--- src/rtl/mem_arbiter_pkg.sv ---
// Shared types and helpers for mem_arbiter: FSM state encoding and the round-robin search.
package mem_arbiter_pkg;

    typedef enum logic [1:0] {
        s_Idle       = 2'b00,
        s_Granted    = 2'b01,
        s_Turnaround = 2'b10
    } arb_state_e;

    localparam int unsigned MaxCu = 32;

    // First set bit of req at or after start, wrapping modulo n; returns start when none is set.
    function automatic int unsigned rr_next_owner(input logic [MaxCu-1:0] req,
                                                  input int unsigned start,
                                                  input int unsigned n);
        int unsigned owner;
        int unsigned idx;
        logic found;
        owner = start;
        found = 1'b0;
        for (int unsigned i = 0; i < MaxCu; i++) begin
            if (i < n && !found) begin
                idx = (start + i) % n;
                if (req[idx]) begin
                    owner = idx;
                    found = 1'b1;
                end
            end
        end
        return owner;
    endfunction

endpackage

--- src/rtl/mem_arbiter_rr_priority_pick.sv ---
// Combinational round-robin picker: first requester at or after start_i, wrapping.
module rr_priority_pick
    import mem_arbiter_pkg::*;
#(
    parameter int unsigned num_cu     = 4,
    parameter int unsigned num_cu_log = 2
) (
    input  logic [num_cu-1:0]     req_i,
    input  logic [num_cu_log-1:0] start_i,
    output logic                  found_o,
    output logic [num_cu_log-1:0] winner_o
);

    logic [MaxCu-1:0] req_ext;

    always_comb begin
        req_ext = '0;
        req_ext[num_cu-1:0] = req_i;
    end

    assign found_o  = |req_i;
    assign winner_o = num_cu_log'(rr_next_owner(req_ext, 32'(start_i), num_cu));

endmodule

--- src/rtl/mem_arbiter.sv ---
// Round-robin arbiter for the shared coprocessor data-memory port with burst-locked grants.
// Optional per-CU grant counters are built when MEM_ARB_STATS_EN is defined.
module mem_arbiter
    import mem_arbiter_pkg::*;
#(
    parameter int unsigned num_cu          = 4,
    parameter int unsigned num_cu_log      = 2,
    parameter int unsigned memory_size_log = 10,
    parameter int unsigned count_width     = 16
) (
    input  logic                              i_Clock,
    input  logic                              i_Reset,
    input  logic [num_cu-1:0]                 i_Grant_Request,
    output logic [num_cu-1:0]                 o_Grant,
    output logic [num_cu_log-1:0]             o_Grant_Index,
    output logic                              o_Busy,
    input  logic [num_cu*memory_size_log-1:0] i_CU_Memory_Address,
    input  logic [num_cu-1:0]                 i_CU_Memory_Read_Enable,
    input  logic [num_cu-1:0]                 i_CU_Memory_Write_Enable,
    output logic [memory_size_log-1:0]        o_Memory_Address,
    output logic                              o_Memory_Read_Enable,
    output logic                              o_Memory_Write_Enable,
`ifdef MEM_ARB_STATS_EN
    output logic [num_cu*count_width-1:0]     o_Grant_Count,
`endif
    output logic                              o_Violation
);

    if (num_cu < 2 || (1 << num_cu_log) < num_cu || count_width == 0) begin : g_bad_cfg
        $error("mem_arbiter: invalid parameter combination");
    end

    arb_state_e                state_q;
    logic [num_cu-1:0]         grant_q;
    logic [num_cu_log-1:0]     grant_index_q;
    logic [num_cu_log-1:0]     last_owner_q;
    logic                      busy_q;
    logic                      violation_q;

    logic [num_cu_log-1:0]     start_index;
    logic                      pick_found;
    logic [num_cu_log-1:0]     pick_index;
    logic                      owner_req;
    logic                      stray_enable;

    assign start_index = (last_owner_q == num_cu_log'(num_cu - 1)) ? '0
                                                                   : last_owner_q + 1'b1;

    rr_priority_pick #(
        .num_cu     (num_cu),
        .num_cu_log (num_cu_log)
    ) u_pick (
        .req_i    (i_Grant_Request),
        .start_i  (start_index),
        .found_o  (pick_found),
        .winner_o (pick_index)
    );

    // Memory port mux; everything is driven low unless a burst is in progress.
    always_comb begin
        owner_req             = 1'b0;
        o_Memory_Address      = '0;
        o_Memory_Read_Enable  = 1'b0;
        o_Memory_Write_Enable = 1'b0;
        for (int i = 0; i < int'(num_cu); i++) begin
            if (num_cu_log'(i) == grant_index_q) begin
                owner_req = i_Grant_Request[i];
                if (state_q == s_Granted) begin
                    o_Memory_Address      = i_CU_Memory_Address[i*memory_size_log +: memory_size_log];
                    o_Memory_Read_Enable  = i_CU_Memory_Read_Enable[i];
                    o_Memory_Write_Enable = i_CU_Memory_Write_Enable[i];
                end
            end
        end
    end

    always_comb begin
        stray_enable = 1'b0;
        for (int i = 0; i < int'(num_cu); i++) begin
            if ((i_CU_Memory_Read_Enable[i] || i_CU_Memory_Write_Enable[i]) &&
                (state_q != s_Granted || num_cu_log'(i) != grant_index_q)) begin
                stray_enable = 1'b1;
            end
        end
    end

    always_ff @(posedge i_Clock) begin
        if (!i_Reset) begin
            state_q       <= s_Idle;
            grant_q       <= '0;
            grant_index_q <= '0;
            last_owner_q  <= num_cu_log'(num_cu - 1);
            busy_q        <= 1'b0;
            violation_q   <= 1'b0;
        end else begin
            violation_q <= violation_q | stray_enable;
            case (state_q)
                s_Idle: begin
                    if (pick_found) begin
                        state_q       <= s_Granted;
                        grant_q       <= {{(num_cu-1){1'b0}}, 1'b1} << pick_index;
                        grant_index_q <= pick_index;
                        last_owner_q  <= pick_index;
                        busy_q        <= 1'b1;
                    end
                end
                s_Granted: begin
                    if (!owner_req) begin
                        state_q <= s_Turnaround;
                        grant_q <= '0;
                        busy_q  <= 1'b0;
                    end
                end
                s_Turnaround: state_q <= s_Idle;
                default:      state_q <= s_Idle;
            endcase
        end
    end

    assign o_Grant       = grant_q;
    assign o_Grant_Index = grant_index_q;
    assign o_Busy        = busy_q;
    assign o_Violation   = violation_q;

`ifdef MEM_ARB_STATS_EN
    logic [count_width-1:0] count_q [num_cu];

    always_ff @(posedge i_Clock) begin
        if (!i_Reset) begin
            for (int i = 0; i < int'(num_cu); i++) begin
                count_q[i] <= '0;
            end
        end else if (state_q == s_Idle && pick_found) begin
            for (int i = 0; i < int'(num_cu); i++) begin
                if (num_cu_log'(i) == pick_index && count_q[i] != '1) begin
                    count_q[i] <= count_q[i] + count_width'(1);
                end
            end
        end
    end

    for (genvar g = 0; g < int'(num_cu); g++) begin : g_count_out
        assign o_Grant_Count[g*count_width +: count_width] = count_q[g];
    end
`endif

endmodule

--- config.mk ---
export PLATFORM = sky130hd
export DESIGN_NAME = mem_arbiter
export DESIGN_NICKNAME = d
export VERILOG_FILES = /design/src/rtl/mem_arbiter_pkg.sv /design/src/rtl/mem_arbiter_rr_priority_pick.sv /design/src/rtl/mem_arbiter.sv
export SDC_FILE = /design/constraint.sdc
export NUM_CORES = 1
export LEC_CHECK = 0
export ABC_CLOCK_PERIOD_IN_PS = 3600
export BUFFER_PORTS_ARGS = -buffer_cell sky130_fd_sc_hd__buf_2
export CAP_MARGIN = 20
export CORE_MARGIN = 3
export CORE_UTILIZATION = 42
export DETAILED_ROUTE_END_ITERATION = 8
export HOLD_SLACK_MARGIN = 0.12
export PLACE_DENSITY = 0.82
export SLEW_MARGIN = 30
export SYNTH_ARGS = -nofsm -noshare
export SYNTH_HDL_FRONTEND = slang
export SYNTH_SLANG_ARGS = --single-unit
--- constraint.sdc ---
create_clock -name i_Clock -period 3.6 [get_ports i_Clock]
set_clock_uncertainty 0.15 [all_clocks]
set_input_delay 0 -clock i_Clock [delete_from_list [all_inputs] [get_ports i_Clock]]
set_output_delay 0 -clock i_Clock [all_outputs]
set_load 0.005 [all_outputs]
==> results of run 1 <==
==> area by class of cell <==
class,count,area (um^2),area share
Tap cell,30,37.5,0.0233
Timing Repair Buffer,78,413,0.256
Clock buffer,4,36.3,0.0225
Sequential cell,12,240,0.149
Inverter,7,26.3,0.0163
Multi-Input combinational cell,101,858,0.533
==> synthesized netlist by cell type, types with 3 or more instances <==
cell / instances / area share
mux4_2: 12 / 0.23
ha_1: 3 / 0.032
and2_1: 12 / 0.065
nor3_1: 5 / 0.022
clkbuf_1: 5 / 0.016
nor2_1: 9 / 0.029
inv_1: 7 / 0.023
or3_1: 3 / 0.016
a31oi_1: 3 / 0.016
o21ai_0: 8 / 0.034
a21oi_1: 11 / 0.047
dfxtp_1: 12 / 0.21
nand2_1: 4 / 0.013
==> sequential cells by signal, indices dropped and copies added (netlist names) <==
name and count:
o_Grant 4, o_Violation 1, last_owner_q 2, o_Busy 1, state_q 2, o_Grant_Index 2
==> tightest hold or removal path: stages <==
cell and delay, ns:
buf_2 0.14, mux4_1 0.25, nand2_1 0.06, a21oi_1 0.12
==> logic make-up after synthesis <==
kind of cell / Yosys count
buffers and inverters: 16
AOI/OAI and AO/OA: 41
adders and majority gates: 3
muxes: 13
and+or+nand+nor: 43
DFF: 12
xor gates and xnor gates: 1
==> worst min-delay path by stage <==
stage	to	from	slack, ns
3_3_place_gp	last_owner_q[0]$_SDFFE_PN1P_	i_Reset	0.10
6_report	state_q[0]$_SDFFE_PN0P_	i_Grant_Request[2]	0.18
3_5_place_dp	last_owner_q[0]$_SDFFE_PN1P_	i_Reset	0.13
2_1_floorplan	last_owner_q[0]$_SDFFE_PN1P_	i_Reset	-0.04
4_1_cts	state_q[0]$_SDFFE_PN0P_	i_Grant_Request[2]	0.16
5_1_grt	state_q[0]$_SDFFE_PN0P_	i_Grant_Request[2]	0.22
==> timing repair <==
item / CTS / global route
hold endpoints to repair: 12 / 0
buffers inserted: 0 / 0
hold buffers: 4 / 0
==> layout by cell type, fill, tap and decap left out, drive strengths merged, types with 2 or more instances in the layout <==
| master | netlist | final |
|---|---|---|
| or3 | 3 | 3 |
| o21ai | 8 | 8 |
| dlygate4sd3 | 0 | 4 |
| a32o | 3 | 3 |
| a21oi | 11 | 11 |
| dfxtp | 12 | 12 |
| and3 | 2 | 2 |
| buf | 4 | 74 |
| nor2 | 9 | 9 |
| nand2b | 2 | 2 |
| clkbuf | 5 | 4 |
| and2 | 12 | 12 |
| nand2 | 5 | 5 |
| mux4 | 13 | 13 |
| a211o | 2 | 2 |
| inv | 7 | 7 |
| nor3 | 5 | 5 |
| a31oi | 3 | 3 |
| ha | 3 | 3 |
| a22o | 2 | 2 |
==> metal layers <==
layer / track usage / up-vias
met1: 0.229 / 631
met4: 0.0809 / 0
met5: 0 / -
li1: - / 651
met3: 0.0482 / 9
met2: 0.389 / 68
==> power by group through the flow <==
stage	registers, mW	logic [mW]	clock network (mW)
global placement	0.242	0.603	0
floorplan	0.207	0.491	0
CTS	0.244	0.636	0.110
global route	0.256	0.709	0.117
detailed placement	0.246	0.628	0
finish	0.244	0.636	0.105
==> flow_summary_export.csv, run 1 <==
group,metric,value,unit
status,status,"finished, final reports clean",
finish,nFillCells,217,
setup_path,path_max_fanout,16,
power,clkPwrFrac,0.106,
placed_design,dpl.cell_count,224,
floorplan,core.rowCount,18,
floorplan,fp.dieW,58.6,um
routing,totalWireLength,3.56,mm
placed_design,port_buffers,73,
floorplan,die_area,3430,um^2
power,peakVddDrop,0.000443,V
synth,synth_cell_types,42,
placed_design,pre_cts_slack,0.762,ns
sta,period_share,0.797,
finish,drive_gt1_frac,0.460,
power,total_power,985,uW
synth,yosysWarnings,0,
synth,synth_edf_count,0,
finish,fin_cells,232,
floorplan,start_util,0.456,
finish,num_antenna_cells,0,
setup_path,path_buf_inv,1,
floorplan,core-area,2540,um^2
setup_path,timing.rr.start,"last_owner_q[0]$_SDFFE_PN1P_",
setup_path,cp-end-kind,"register",
setup_path,crit_end,"last_owner_q[0]$_SDFFE_PN1P_",
setup_path,slowest_stage,"dfxtp_1",
setup_path,path_cells,"inv_1 > ha_1 > or3_1 > a2111o_1 > a32o_1 > a211o_1 > nand2_2 > a31oi_1",
global_routing,grt_pass1_vias,1312,
global_routing,grt_usage,0.210,
placed_design,placed_cell_area,1540,um^2
min_path,min_path_type,"in -> reg",
setup_path,crit_family,"compound AO/OA/AOI/OAI gates",
synth,synthSimpleGateAreaFrac,0.200,
synth,synth_xor_area_frac,0.00754,
clock_network,cts-buffers-inserted,3,
floorplan,num_io_pins,74,
setup_path,cp.required,3.59,ns
sta,max_freq,348,MHz
finish,fin_nets,260,
setup_path,reg2reg_slack,0.73,ns
clock_network,insertion_delay,0.27,ns
synth,async_flop_share,0,
routing,first_pass_iters,4,
global_routing,grt_max_degree,20,
sta,hold_slack,0.183,ns
power,p_int,564,uW
setup_path,r2r-end,"last_owner_q[0]$_SDFFE_PN1P_",
sta,setup_viol,0,
setup_path,cp_num_cells,8,
clock_network,cts_resized,0,
clock_network,h-tree-depth,1,
routing,wl_met1,1.29,mm
routing,dr_wl_met3,393,um
sta,finalHoldViolCount,0,
synth,ys_seq_elements,12,
sta,worstMarginPinSlew,0.838,ns
clock_network,cts.sinks,12,
synth,synthCells,129,
finish,stdcell_area,1610,um^2
sta,rsz0062_at_grt,"false",
routing,wl_met2,1.80,mm
global_routing,antenna_found_initial,0,
synth,syn_area_per_cell,9.00,um^2
min_path,whs_path_depth,4,
routing,wl_per_cell,15.4,um
clock_network,cts_tree,"yes",
finish,area_delta_synth_final,38.8,%
setup_path,worstPathArrival,2.85,ns
routing,ant_nets,0,
clock_network,cts_buffer_depth,2,
finish,postLayoutCoreUtil,0.633,
synth,synthAdderAreaFrac,0.0323,
sta,relSlewSlack,0.440,
power,power.leakage,0.766,nW
routing,vias,1359,
sta,fin_setup_tns,0,ns
power,p_seq_frac,0.248,
synth,synth_area,1160,um^2
power,p_sw,421,uW
clock_network,clk_pin_slew_worst_paths,0.07,ns
flow_run,cap_viol_max_count,0,
setup_path,path_class,"reg -> reg",
routing,drc,0,
sta,setup_ws,0.730,ns
placed_design,gp_congestion,0.843,
placed_design,post-dp-hpwl,2.86,mm
routing,viasPerCell,5.86,
setup_path,max_stage_delay,0.61,ns
synth,ys_seq_area_frac,0.207,
floorplan,chipHeight,58.6,um
synth,synth-compound-area-share,0.244,
synth,synth_top_flop_cell,"dfxtp_1",
sta,min_period,2.87,ns
power,power_density,611,nW/um^2
setup_path,crit_path_start_kind,"register",
global_routing,grt_pass1_wl,5.66,mm
clock_network,cts_root_buffer,"clkbuf_4",
global_routing,grt_remaining_overflow,0,
setup_path,crit_path_start,"last_owner_q[0]$_SDFFE_PN1P_",
power,netSwitchingFraction,0.427,
routing,top_layer,"met4",
synth,syn_nets,186,
synth,synthMuxAreaShare,0.255,
sta,slew_viol_final,0,
setup_path,worst_r2r_path_depth,8,
routing,drt_iter0_drc,46,
power,power_frac_comb,0.646,
synth,synth_top_family_by_area,"multiplexers",
(Power assumes the default switching activity.)
==> run 2, diff against run 1 <==
--- a/config.mk
+++ b/config.mk
@@ -5,14 +5,14 @@
 export SDC_FILE = /design/constraint.sdc
 export NUM_CORES = 1
 export LEC_CHECK = 0
-export ABC_CLOCK_PERIOD_IN_PS = 3600
+export ABC_CLOCK_PERIOD_IN_PS = 2500
 export BUFFER_PORTS_ARGS = -buffer_cell sky130_fd_sc_hd__buf_2
 export CAP_MARGIN = 20
 export CORE_MARGIN = 3
-export CORE_UTILIZATION = 42
+export CORE_UTILIZATION = 38
 export DETAILED_ROUTE_END_ITERATION = 8
 export HOLD_SLACK_MARGIN = 0.12
-export PLACE_DENSITY = 0.82
+export PLACE_DENSITY = 0.79
 export SLEW_MARGIN = 30
 export SYNTH_ARGS = -nofsm -noshare
 export SYNTH_HDL_FRONTEND = slang
==> constraint.sdc (replaced) <==
create_clock -name i_Clock -period 2.5 [get_ports i_Clock]
set_clock_uncertainty 0.15 [all_clocks]
set_input_delay 0 -clock i_Clock [delete_from_list [all_inputs] [get_ports i_Clock]]
set_output_delay 0 -clock i_Clock [all_outputs]
set_load 0.005 [all_outputs]
==> run 2 against run 1 <==
  * Global-route usage shrank 3.6 points
  * Final cell count up 2.2%
  * Count of clock-buffer cells in the layout did not move
  * Die area is 9.4% higher
  * Flip-flop and latch count is the same
  * Sequential share of layout area down 0.081 points
  * Non-clock buffer count increased by 4
  * Routed wire length fell by 3.7%
  * Design area is 2.6% higher
  * Worst setup slack got worse by 0.64 ns
  * Maximum frequency is 19% higher
==> flow_summary_export.csv, run 2 (synthesis results as in run 1) <==
group,metric,value,unit
floorplan,start_util,0.410,
setup_path,path_buf_inv,1,
placed_design,gp_congestion,0.937,
clock_network,insertion_delay,0.27,ns
finish,fin_nets,264,
global_routing,grt_max_degree,19,
sta,fin_setup_tns,0,ns
routing,drt_iter0_drc,49,
finish,num_antenna_cells,0,
routing,first_pass_iters,5,
setup_path,cp-end-kind,"register",
floorplan,core-area,2830,um^2
floorplan,core.rowCount,19,
setup_path,path_cells,"inv_1 > ha_2 > or3_1 > a2111o_1 > a32o_1 > a211o_1 > nand2_2 > a31oi_1",
clock_network,cts_buffer_depth,2,
setup_path,timing.rr.start,"last_owner_q[0]$_SDFFE_PN1P_",
floorplan,fp.dieW,61.3,um
placed_design,port_buffers,73,
setup_path,crit_family,"compound AO/OA/AOI/OAI gates",
setup_path,max_stage_delay,0.40,ns
sta,setup_viol,0,
placed_design,post-dp-hpwl,2.77,mm
sta,min_period,2.41,ns
setup_path,slowest_stage,"a2111o_1",
sta,finalHoldViolCount,0,
clock_network,cts-buffers-inserted,3,
setup_path,crit_path_start,"last_owner_q[0]$_SDFFE_PN1P_",
global_routing,grt_remaining_overflow,0,
sta,period_share,0.965,
routing,vias,1324,
sta,max_freq,414,MHz
routing,ant_nets,0,
setup_path,path_max_fanout,6,
global_routing,grt_usage,0.174,
finish,stdcell_area,1650,um^2
setup_path,reg2reg_slack,0.09,ns
routing,viasPerCell,5.59,
routing,totalWireLength,3.43,mm
power,power_density,883,nW/um^2
setup_path,r2r-end,"last_owner_q[0]$_SDFFE_PN1P_",
global_routing,grt_pass1_wl,4.96,mm
floorplan,die_area,3750,um^2
finish,area_delta_synth_final,42.5,%
sta,slew_viol_final,0,
routing,wl_per_cell,14.5,um
sta,worstMarginPinSlew,0.508,ns
finish,drive_gt1_frac,0.495,
flow_run,cap_viol_max_count,0,
clock_network,clk_pin_slew_worst_paths,0.07,ns
power,power.leakage,0.782,nW
routing,drc,0,
sta,relSlewSlack,0.657,
global_routing,grt_pass1_vias,1142,
setup_path,crit_path_start_kind,"register",
clock_network,cts.sinks,12,
finish,final_common_cell,"buf_2",
clock_network,cts_root_buffer,"clkbuf_4",
sta,hold_slack,0.168,ns
setup_path,path_class,"reg -> reg",
power,peakVddDrop,0.000562,V
setup_path,cp_num_cells,8,
setup_path,worst_r2r_path_depth,8,
setup_path,cp.required,2.49,ns
status,status,"finished, final reports clean",
finish,final_cell_mix,"buf_2, mux4_2, and2_1, a21oi_1, dfxtp_1",
global_routing,antenna_found_initial,0,
floorplan,chipHeight,61.3,um
setup_path,worstPathArrival,2.40,ns
clock_network,cts_tree,"yes",
min_path,min_path_type,"in -> reg",
placed_design,placed_cell_area,1580,um^2
min_path,whs_path_depth,4,
setup_path,crit_end,"last_owner_q[0]$_SDFFE_PN1P_",
finish,largest_register_ffs,4,
clock_network,post_cts_buffers,0,
floorplan,num_io_pins,74,
clock_network,h-tree-depth,1,
sta,rsz0062_at_grt,"false",
==> run 2: how the worst min path moves through the flow <==
stage                              endpoint          startpoint  slack [ns]
3_3_place_gp   last_owner_q[0]$_SDFFE_PN1P_             i_Reset        0.10
5_1_grt             state_q[0]$_SDFFE_PN0P_  i_Grant_Request[2]        0.23
4_1_cts             state_q[0]$_SDFFE_PN0P_  i_Grant_Request[2]        0.17
2_1_floorplan  last_owner_q[0]$_SDFFE_PN1P_             i_Reset       -0.05
3_5_place_dp   last_owner_q[0]$_SDFFE_PN1P_             i_Reset        0.12
6_report            state_q[0]$_SDFFE_PN0P_  i_Grant_Request[2]        0.17
==> run 2: final cells by class <==
| type | count | area (um^2) |
|---|---|---|
| fill | 254 | 1170 |
| multi-input combinational | 101 | 863 |
| timing repair buffer | 82 | 444 |
| sequential | 12 | 245 |
| tap | 31 | 38.8 |
| clock buffer | 4 | 36.3 |
| inverter | 7 | 26.3 |
==> run 2: tightest hold or removal path: stages <==
cell	delay (ns)
buf_2	0.13
mux4_1	0.25
nand2_1	0.05
a21oi_1	0.12
==> run 2: routing by layer <==
metal / vias up / GRT usage / share of wire
met5: - / 0 / 0
met4: 0 / 0.0372 / 0.0050
met3: 4 / 0.0335 / 0.12
met2: 70 / 0.326 / 0.50
met1: 593 / 0.203 / 0.38
li1: 657 / - / -
==> run 2: where the power goes <==
part / switching [mW] / internal [mW] / total (mW)
logic: 0.491 / 0.515 / 1.01
clock network: 0.0640 / 0.0885 / 0.152
registers: 0.0426 / 0.261 / 0.303
total: 0.597 / 0.864 / 1.46
==> run 2: repair_timing <==
action,in CTS,in global routing
hold buffers,4,0
hold endpoints to repair,11,0
gates resized for setup,0,4
setup endpoints to repair,0,6
==> run 2: stage by stage <==
stage / std cells / setup slack, ns / util / power, mW
2_1_floorplan: 129 / 0.00518 / - / 1.02
3_3_place_gp: 230 / 0.136 / 0.558 / 1.29
3_5_place_dp: 230 / 0.0924 / 0.558 / 1.30
4_1_cts: 238 / 0.0607 / 0.585 / 1.46
5_1_grt: 237 / 0.00209 / 0.585 / 1.60
6_report: 237 / 0.0866 / 0.585 / 1.46
